File: src/rtl/pipelining_pkg.sv
// Shared types and helpers for the pipelining blocks.
package pipelining_pkg;

    typedef enum logic [0:0] {
        ARB_UNLOCKED = 1'b0,
        ARB_LOCKED   = 1'b1
    } arb_state_e;

    // Modulo-n increment of a round-robin pointer; correct for any n >= 1.
    function automatic int rr_next_ptr(input int ptr, input int n);
        int nxt;
        if (ptr + 32'sd1 >= n) begin
            nxt = 32'sd0;
        end else begin
            nxt = ptr + 32'sd1;
        end
        return nxt;
    endfunction

endpackage

File: src/rtl/rr_priority_picker.sv
// Combinational round-robin picker: first set request scanning ptr+1, ptr+2, ... modulo NUM_REQ.
module rr_priority_picker
    import pipelining_pkg::*;
#(
    parameter  int NUM_REQ  = 4,
    localparam int ID_WIDTH = (NUM_REQ > 1) ? $clog2(NUM_REQ) : 1
) (
    input  logic [NUM_REQ-1:0]  req,
    input  logic [ID_WIDTH-1:0] ptr,
    output logic [NUM_REQ-1:0]  grant,
    output logic [ID_WIDTH-1:0] idx,
    output logic                found
);

    logic [ID_WIDTH-1:0]  start_s;
    logic [2*NUM_REQ-1:0] dbl_s;
    logic [NUM_REQ-1:0]   rot_s;
    logic [ID_WIDTH-1:0]  sel_s;
    logic [ID_WIDTH:0]    sum_s;

    // Rotate the doubled request vector so slot ptr+1 lands on bit 0, then take the lowest set bit.
    always_comb begin
        start_s = ID_WIDTH'(rr_next_ptr(int'(ptr), NUM_REQ));
        dbl_s   = {req, req};
        rot_s   = NUM_REQ'(dbl_s >> start_s);
        sel_s   = '0;
        found   = 1'b0;
        for (int k = NUM_REQ - 1; k >= 0; k--) begin
            sel_s = rot_s[k] ? ID_WIDTH'(k) : sel_s;
            found = found | rot_s[k];
        end
        sum_s = {1'b0, start_s} + {1'b0, sel_s};
        if (sum_s >= (ID_WIDTH+1)'(NUM_REQ)) begin
            idx = ID_WIDTH'(sum_s - (ID_WIDTH+1)'(NUM_REQ));
        end else begin
            idx = sum_s[ID_WIDTH-1:0];
        end
        grant = '0;
        if (found) begin
            grant[idx] = 1'b1;
        end else begin
            grant = '0;
        end
    end

endmodule

File: src/rtl/pipeline_rr_arbiter.sv
// Round-robin merge of NUM_REQ valid/ready producers into one registered pipeline stage,
// with packet-atomic grant locking and pipeline-style flush/stall/busy.
module pipeline_rr_arbiter
    import pipelining_pkg::*;
#(
    parameter  int NUM_REQ    = 4,
    parameter  int DATA_WIDTH = 32,
    localparam int ID_WIDTH   = (NUM_REQ > 1) ? $clog2(NUM_REQ) : 1
) (
    input  logic                          clk_i,
    input  logic                          rst_i,
    input  logic [NUM_REQ-1:0]            s_data_valid,
    output logic [NUM_REQ-1:0]            s_data_ready,
    input  logic [NUM_REQ*DATA_WIDTH-1:0] s_data_data,
    input  logic [NUM_REQ-1:0]            s_data_last,
    output logic                          m_data_valid,
    input  logic                          m_data_ready,
    output logic [DATA_WIDTH-1:0]         m_data_data,
    output logic [ID_WIDTH-1:0]           m_data_id,
    output logic                          m_data_last,
    input  logic                          s_ctrl_flush,
    input  logic                          s_ctrl_stall,
    output logic                          s_status_busy
);

    localparam logic [ID_WIDTH-1:0] PTR_RESET = ID_WIDTH'(NUM_REQ - 1);

    arb_state_e            state_r, state_s;
    logic [ID_WIDTH-1:0]   owner_r, owner_s;
    logic [ID_WIDTH-1:0]   ptr_r, ptr_s;
    logic [ID_WIDTH-1:0]   id_r, id_s;
    logic                  full_r, full_s;
    logic                  last_r, last_s;
    logic [DATA_WIDTH-1:0] data_r, data_s;

    logic [NUM_REQ-1:0]    pick_grant_s, grant_s;
    logic [ID_WIDTH-1:0]   pick_idx_s, gidx_s;
    logic                  pick_found_s, hit_s, accept_s, xfer_s, beat_last_s;
    logic [DATA_WIDTH-1:0] beat_data_s;

    rr_priority_picker #(.NUM_REQ(NUM_REQ)) u_picker (
        .req   (s_data_valid),
        .ptr   (ptr_r),
        .grant (pick_grant_s),
        .idx   (pick_idx_s),
        .found (pick_found_s)
    );

    // Grant selection: a held lock pins the owner, even through bubbles; otherwise the picker decides.
    always_comb begin
        grant_s = '0;
        gidx_s  = '0;
        hit_s   = 1'b0;
        case (state_r)
            ARB_LOCKED: begin
                grant_s[owner_r] = 1'b1;
                gidx_s           = owner_r;
                hit_s            = s_data_valid[owner_r];
            end
            ARB_UNLOCKED: begin
                grant_s = pick_grant_s;
                gidx_s  = pick_idx_s;
                hit_s   = pick_found_s;
            end
            default: begin
                grant_s = '0;
                gidx_s  = '0;
                hit_s   = 1'b0;
            end
        endcase
        accept_s     = ~rst_i & ~s_ctrl_stall & ~s_ctrl_flush & (~full_r | m_data_ready);
        xfer_s       = accept_s & hit_s;
        s_data_ready = accept_s ? grant_s : '0;
        beat_data_s  = s_data_data[gidx_s*DATA_WIDTH +: DATA_WIDTH];
        beat_last_s  = s_data_last[gidx_s];
    end

    // Next state of the output stage, lock FSM and rr pointer; flush outranks stall.
    always_comb begin
        full_s  = full_r;
        data_s  = data_r;
        id_s    = id_r;
        last_s  = last_r;
        state_s = state_r;
        owner_s = owner_r;
        ptr_s   = ptr_r;
        if (s_ctrl_flush) begin
            full_s  = 1'b0;
            data_s  = '0;
            id_s    = '0;
            last_s  = 1'b0;
            state_s = ARB_UNLOCKED;
            owner_s = '0;
            ptr_s   = PTR_RESET;
        end else if (s_ctrl_stall) begin
            full_s = full_r;
        end else begin
            if (xfer_s) begin
                full_s = 1'b1;
                data_s = beat_data_s;
                id_s   = gidx_s;
                last_s = beat_last_s;
            end else if (full_r & m_data_ready) begin
                full_s = 1'b0;
                data_s = '0;
                id_s   = '0;
                last_s = 1'b0;
            end else begin
                full_s = full_r;
            end
            case (state_r)
                ARB_UNLOCKED: begin
                    if (xfer_s) begin
                        ptr_s = gidx_s;
                        if (beat_last_s) begin
                            state_s = ARB_UNLOCKED;
                        end else begin
                            state_s = ARB_LOCKED;
                            owner_s = gidx_s;
                        end
                    end else begin
                        state_s = ARB_UNLOCKED;
                    end
                end
                ARB_LOCKED: begin
                    if (xfer_s & beat_last_s) begin
                        state_s = ARB_UNLOCKED;
                    end else begin
                        state_s = ARB_LOCKED;
                    end
                end
                default: state_s = ARB_UNLOCKED;
            endcase
        end
    end

    // State registers, cleared asynchronously by rst_i.
    always_ff @(posedge clk_i or posedge rst_i) begin
        if (rst_i) begin
            full_r  <= 1'b0;
            data_r  <= '0;
            id_r    <= '0;
            last_r  <= 1'b0;
            state_r <= ARB_UNLOCKED;
            owner_r <= '0;
            ptr_r   <= PTR_RESET;
        end else begin
            full_r  <= full_s;
            data_r  <= data_s;
            id_r    <= id_s;
            last_r  <= last_s;
            state_r <= state_s;
            owner_r <= owner_s;
            ptr_r   <= ptr_s;
        end
    end

    assign m_data_valid  = full_r;
    assign m_data_data   = data_r;
    assign m_data_id     = id_r;
    assign m_data_last   = last_r;
    assign s_status_busy = full_r | (state_r == ARB_LOCKED);

endmodule
File: config.mk
export PLATFORM = sky130hd
export DESIGN_NAME = pipeline_rr_arbiter
export DESIGN_NICKNAME = d
export VERILOG_FILES = /design/src/rtl/pipelining_pkg.sv /design/src/rtl/rr_priority_picker.sv /design/src/rtl/pipeline_rr_arbiter.sv
export SDC_FILE = /design/constraint.sdc
export NUM_CORES = 1
export LEC_CHECK = 0
export ABC_AREA = 1
export CAP_MARGIN = 5
export CORE_AREA = 2 2 130 69
export DETAILED_ROUTE_END_ITERATION = 6
export DIE_AREA = 0 0 132 71
export PLACE_DENSITY = 0.86
export SETUP_SLACK_MARGIN = 0.05
export SLEW_MARGIN = 20
export SYNTH_ARGS = -nofsm -noshare
export SYNTH_HDL_FRONTEND = slang
export SYNTH_SLANG_ARGS = --single-unit
File: constraint.sdc
create_clock -name clk_i -period 2.99 [get_ports clk_i]
set_input_delay 0.299 -clock clk_i [delete_from_list [all_inputs] [get_ports clk_i]]
set_output_delay 0.299 -clock clk_i [all_outputs]
set_load 0.01 [all_outputs]
==> results.md, run 1 <==
* Worst EP required at 2.69 ns
* Internal at 1520 uW
* Reg area at 1030 um^2
* Cell variety after synth at 33
* Worst hold start: m_data_data[20]$_DFFE_PP0P_
* Hold Buf Count CTS at 0
* Reg-to-Reg End: m_data_data[7]$_DFFE_PP0P_
* Die Span Y at 71 um
* Post-Syn Nets at 630
* Hold Slack at 0.474 ns
* HP Class: flop to flop
* Post-DR vias/cell at 5.13
* WHS Endpoint: m_data_data[20]$_DFFE_PP0P_
* Worst Max-Slew Pin Slew at 0.878 ns
* Clk_lat worst skew at 0.28 ns
* NumNets Final at 818
* Crit path DAT at 2.68 ns
* R2R Setup Slk at 0.14 ns
* Endpoints failing setup at 0
* Ys Warns at 0
* CP peak stage delay at 0.39 ns
* Clk pin slew, worst setup/hold paths at 0.06 ns
* Worst r2r src: ptr_r[1]$_DFFE_PP1P_
* Remaining DRCs at 0
* Area grow syn2layout at 74.0%
* Minimum clock period at 2.98 ns
* CP endpoint kind: output port
* WHS Path Cells at 2
* Row count at 24
* Area of the core at 8320 um^2
* Design area at 5410 um^2
* Die area at 9370 um^2
* Fillers at 714
* Placement Setup Slack at -0.188 ns
* Fmax at 335 MHz
* TritonCTS clock tree: built
* Max clock buf depth at 2
* Pre-antenna DRT Iters at 5
* Crit share post-route at 99.7%
* Final Hold Fails at 0
* Fin worst setup slack at 0.00888 ns
* CTS H-Tree Depth at 2
* Vias in the first global route at 3857
* Combinational share of power at 50.6%
* Routed Antenna Nets at 0
* CP Launch Type: flop
* Initial DRC count at 280
* Max-cap viol count at 0
* Psw at 904 uW
* Die Span X at 132 um
* Starting Density at 37.4%
* Antenna Diode Count at 0
* Sequential share of the synthesized area at 33.1%
* Most numerous cell on the critical path: buf_4
* Initial antenna violation count at 0
* Sequential share of power at 28.0%
* Area post-placement at 5140 um^2
* Placer Congestion at 0.936
* Slowest stage cell, crit path: dfstp_2
* Cell Pwr Density at 448 nW/um^2
* Total routed wirelength at 11700 um
* CTS root buf: clkbuf_16
* Clock sink total at 41
* Setup_tns at 0 ns
* Worst-path fanout max at 8
* Worst setup path class: flop to output port
* Mapped Avg Cell Area at 6.39 um^2
* Clock Skew at 0.00827 ns
* Multi-input gate area at 1930 um^2
* First-pass GRT wire length at 19200 um
* Register bit count reported by yosys at 41
* Crit-path cells: ha_4, buf_6, nor2_4, buf_4, nand2_1, nand3_1, nand2_2, buf_4, nor2_4, nand2_2, o21ai_4, inv_1, nand2_1, buf_4, nor3_1, buf_2
* Hpwl dp at 8740 um
* Worst-case reg-to-reg path depth at 20
* Layout cells sized above 1 at 12.7%
* TritonCTS buffer count at 5
* GRT Total Usage at 25.0%
* WL/cell at 14.8 um
* RSZ-0062 raised after global routing: yes
* Post-synthesis cell area at 3110 um^2
* Maximum vdd ir drop at 0.228 mV
* Pin count of the biggest net entering global routing at 42
* Max-slew violations at 0
* Outcome: completed
* Rel. slew slack at 41.4%
* Switching Fraction at 37.3%
* Top Ports at 182
* Vias at 4069
* Clk pwr share at 21.4%
* Synthesized instance count at 487
* Grt total ovfl at 0
* Leak at 0.00258 uW
* # port buffers at 181
## registers in the layout, indices dropped and copies added (netlist names)
register,cells
ptr_r,2
state_r,1
owner_r,2
m_data_last,1
m_data_data,32
m_data_valid,1
m_data_id,2
## critical path, delay by kind of cell (launching register included)
family,cells,cell delay (ns)
compound gates,1,0.26
fa+ha+maj,1,0.16
buf+inv,6,0.77
flops,1,0.39
simple gates,8,0.83
## cells in the mapped netlist
library cell | count | share of area (%)
nand2_1 | 228 | 28
nand3_1 | 80 | 13
dfrtp_1 | 39 | 31
nand4_1 | 35 | 7.0
inv_1 | 22 | 2.7
nand2_2 | 15 | 3.0
clkbuf_1 | 14 | 1.7
buf_2 | 11 | 1.8
a21oi_1 | 6 | 0.97
nor2_1 | 4 | 0.48
nor3_1 | 3 | 0.48
buf_1 | 2 | 0.24
buf_6 | 2 | 0.72
dfstp_2 | 2 | 1.7
ha_1 | 2 | 0.80
mux2i_1 | 2 | 0.64
nand2_4 | 2 | 0.72
nor2_4 | 2 | 0.72
o21ai_0 | 2 | 0.32
a221oi_1 | 1 | 0.28
a31oi_1 | 1 | 0.20
and2_1 | 1 | 0.20
buf_8 | 1 | 0.48
clkinv_1 | 1 | 0.12
clkinv_2 | 1 | 0.16
inv_2 | 1 | 0.12
nand3_2 | 1 | 0.32
nand3_4 | 1 | 0.56
nor2_8 | 1 | 0.64
nor4_1 | 1 | 0.20
o21ai_4 | 1 | 0.52
o22ai_1 | 1 | 0.20
xor2_1 | 1 | 0.28
## power groups by stage
stage / sequential (uW) / combinational (uW) / clock (uW)
2_1_floorplan: 711 / 577 / 0
4_1_cts: 678 / 1200 / 529
3_3_place_gp: 681 / 1150 / 0
3_5_place_dp: 684 / 1170 / 0
6_report: 679 / 1230 / 520
5_1_grt: 687 / 1340 / 556
## layout make-up
| type | count | share of cell area (%) |
|---|---|---|
| clock buffer | 8 | 2.52 |
| inverter | 25 | 1.76 |
| multi-input combinational | 391 | 35.7 |
| sequential | 41 | 19.0 |
| tap | 117 | 2.70 |
| timing repair buffer | 211 | 38.3 |
## placed cells by master (no fill, tap or decap), types with 2 or more instances in the layout
cell,Yosys,final
nand2_1,228,222
clkdlybuf4s50_1,0,177
nand3_1,80,77
dfrtp_1,39,39
nand4_1,35,35
buf_4,0,23
nand2_2,15,19
inv_1,22,18
a21oi_1,6,6
inv_2,1,5
clkbuf_16,0,5
nor2_1,4,4
buf_2,11,4
nand2_4,2,3
nand3_2,1,3
clkbuf_1,14,3
buf_12,0,3
buf_6,2,3
nor2_4,2,2
nand3_4,1,2
nor3_2,0,2
dfstp_2,2,2
## through the flow
stage / cells / util [%] / total power [uW]
finish: 793 / 65.1 / 2430
global route: 793 / 65.1 / 2590
CTS: 789 / 63.9 / 2400
detailed placement: 779 / 61.8 / 1860
global placement: 779 / 61.8 / 1830
floorplan: 487 / - / 1290
## kinds of logic after synthesis
family	Yosys count	share of synthesized area [%]
AND/OR/NAND/NOR	374	54.8
AO/OA/AOI/OAI	12	2.49
XOR/XNOR	1	0.282
adder cells (fa/ha/maj)	2	0.804
buffers and inverters	55	7.96
multiplexers	2	0.643
flip-flops	41	33.1
## what timing repair did
action                                  in CTS  in global routing
endpoints found under the setup margin      40                 43
gates resized for setup                     28                 17
endpoints found under the hold margin        0                  0
pin swaps                                   15                  7
setup buffers                                2                  4
## layer usage
metal  global-route usage (%)  routed length [um]  up-vias
li1                         -                   -     1974
met1                     34.0                5160     1890
met2                     41.3                5370      195
met3                     6.31                1130       10
met4                     3.86                  76        0
met5                        0                   0        -
## how the worst max path moves through the flow
stage | cells past startpoint | from | slack (ns) | end
final | 16 | ptr_r[1]$_DFFE_PP1P_ | 0.009 | s_data_ready[3]
after detailed placement | 17 | ptr_r[0]$_DFFE_PP1P_ | -0.19 | s_data_ready[3]
after global placement | 17 | s_data_valid[2] | -0.11 | s_data_ready[3]
after floorplan | 15 | ptr_r[0]$_DFFE_PP1P_ | 0.13 | s_data_ready[1]
after global routing | 17 | ptr_r[1]$_DFFE_PP1P_ | -0.12 | s_data_ready[2]
after CTS | 17 | ptr_r[1]$_DFFE_PP1P_ | 0.05 | s_data_ready[2]
Note: power is estimated with default switching activity, not from simulation.
==> run 2: changes to the inputs <==
CELL_PAD_IN_SITES_DETAIL_PLACEMENT = 1   (was default)
CELL_PAD_IN_SITES_GLOBAL_PLACEMENT = 2   (was default)
CORE_AREA = 2 2 189 98   (was 2 2 130 69)
DIE_AREA = 0 0 191 100   (was 0 0 132 71)
PLACE_DENSITY = 0.84   (was 0.86)
==> results.md, run 2 (same netlist as run 1, synthesis figures left out) <==
* Cell Pwr Density at 470 nW/um^2
* Die Span Y at 100 um
* Row count at 35
* Die area at 19100 um^2
* Total routed wirelength at 15800 um
* Fmax at 334 MHz
* Vias at 4071
* Reg-to-Reg End: owner_r[0]$_DFFE_PP0P_
* Routed Antenna Nets at 0
* # port buffers at 181
* Top Layer Used: met4
* Metal2 WL at 6480 um
* Worst r2r src: ptr_r[0]$_DFFE_PP1P_
* Placer Congestion at 0.906
* R2R Setup Slk at 0.05 ns
* Max-cap viol count at 0
* TritonCTS clock tree: built
* Non-filler cells, final at 924
* Worst setup path end: s_data_ready[1]
* Vias in the first global route at 4375
* NumNets Final at 826
* Initial DRC count at 176
* Largest register FFs at 32
* Final core area utilization at 32.5%
* Clock Skew at 0.00588 ns
* Die Span X at 191 um
* Post-DR vias/cell at 4.41
* DR WL met3 at 1240 um
* Max-slew violations at 0
* Fillers at 2155
* Remaining DRCs at 0
* GRT Total Usage at 16.3%
* Worst setup path class: flop to output port
* Maximum vdd ir drop at 0.286 mV
* Minimum clock period at 2.99 ns
* Crit share post-route at 100%
* Clock sink total at 41
* Final Hold Fails at 0
* CTS H-Tree Depth at 2
* Worst EP required at 2.69 ns
* Hold Buf Count CTS at 0
* Placed Cells incl. Taps at 905
* Area post-placement at 5340 um^2
* Most frequent cells in the layout: nand2_1, clkdlybuf4s50_1, nand3_1
* Grt total ovfl at 0
* Hpwl dp at 11900 um
* Top Ports at 182
* Layout cells sized above 1 at 14.9%
* Endpoints failing setup at 1
* Setup_tns at -0.00455 ns
* TritonCTS buffer count at 5
* First-pass GRT wire length at 24000 um
* Pre-antenna DRT Iters at 4
* Worst Max-Slew Pin Slew at 0.547 ns
* Starting Density at 17.5%
* Post-Route M1 WL at 7990 um
* Area of the core at 17700 um^2
* Crit path DAT at 2.70 ns
* CP endpoint kind: output port
* WL/cell at 17.1 um
* HP Class: input port to asynchronous set/reset pin
* Clk_lat worst skew at 0.28 ns
* Leak at 0.00266 uW
* Clk pin slew, worst setup/hold paths at 0.06 ns
* Pin count of the biggest net entering global routing at 36
* CTS root buf: clkbuf_16
* Area grow syn2layout at 85.0%
* Max clock buf depth at 2
* RSZ-0062 raised after global routing: yes
* Failing checks: setup timing
* Antenna Diode Count at 0
* Rel. slew slack at 63.5%
* CP Launch Type: flop
* Fin worst setup slack at -0.00455 ns
* Worst-case reg-to-reg path depth at 21
* Worst-path fanout max at 7
* Commonest non-fill, non-tap cell in the layout: nand2_1
* Tot Pwr at 2710 uW
* Outcome: finished, violations left
* Worst Setup SP: ptr_r[0]$_DFFE_PP1P_
* Initial antenna violation count at 0
* Design area at 5760 um^2
## run 2: cell types whose count changed in the layout (fill, tap and decap cells not counted), sizes merged
cell	before	now
buf	34	41
bufinv	0	1
## run 2: critical path: stages, from the launching register on
cell      delay [ns]
dfstp_2         0.39
ha_4            0.16
buf_6           0.11
nor2_4          0.17
buf_4           0.15
nand2_2         0.05
nand3_2         0.07
nand2_2         0.07
a31oi_1         0.16
nor2_1          0.06
ha_2            0.18
xor2_2          0.15
inv_1           0.07
nand3_2         0.10
nand3_4         0.09
a221oi_2        0.25
buf_2           0.19
## run 2: metal layers
| layer | vias to the layer above | track usage [%] |
|---|---|---|
| met3 | 6 | 4.97 |
| met5 | - | 0 |
| li1 | 1983 | - |
| met2 | 140 | 24.4 |
| met4 | 0 | 2.56 |
| met1 | 1942 | 23.2 |
## run 2: final cells by class
class / instances / area [um^2] / area share (%)
inverter: 25 / 100 / 1.74
multi-input combinational: 391 / 1970 / 34.2
timing repair buffer: 219 / 2190 / 38.0
clock buffer: 7 / 143 / 2.48
tap: 240 / 300 / 5.22
clock inverter: 1 / 30.0 / 0.522
sequential: 41 / 1030 / 17.9
## run 2: worst min-delay path by stage
| stage | startpoint | to | cells past startpoint |
|---|---|---|---|
| 4_1_cts | m_data_data[7]$_DFFE_PP0P_ | m_data_data[7]$_DFFE_PP0P_ | 2 |
| 3_5_place_dp | m_data_data[7]$_DFFE_PP0P_ | m_data_data[7]$_DFFE_PP0P_ | 2 |
| 6_report | rst_i | m_data_data[27]$_DFFE_PP0P_ | 2 |
| 3_3_place_gp | m_data_data[2]$_DFFE_PP0P_ | m_data_data[2]$_DFFE_PP0P_ | 2 |
| 5_1_grt | m_data_data[6]$_DFFE_PP0P_ | m_data_data[6]$_DFFE_PP0P_ | 2 |
| 2_1_floorplan | s_ctrl_flush | ptr_r[0]$_DFFE_PP1P_ | 2 |
## run 2: where the power goes
group / internal (uW) / switching [uW] / total, uW
Sequential: 628 / 51.8 / 679
Clock: 418 / 234 / 652
Combinational: 641 / 735 / 1380
Total: 1690 / 1020 / 2710
## run 2: timing repair
item / CTS / global route
pin swaps: 17 / 16
endpoints found under the setup margin: 40 / 41
buffers inserted: 6 / 5
resized for setup: 38 / 20
gates cloned: 0 / 1
## run 2: metrics by stage
stage	hold WS [ns]	worst slack, ns
2_1_floorplan	0.410	0.130
3_3_place_gp	0.453	-0.136
3_5_place_dp	0.463	-0.272
4_1_cts	0.479	-0.0433
5_1_grt	0.508	-0.199
6_report	0.455	-0.00455
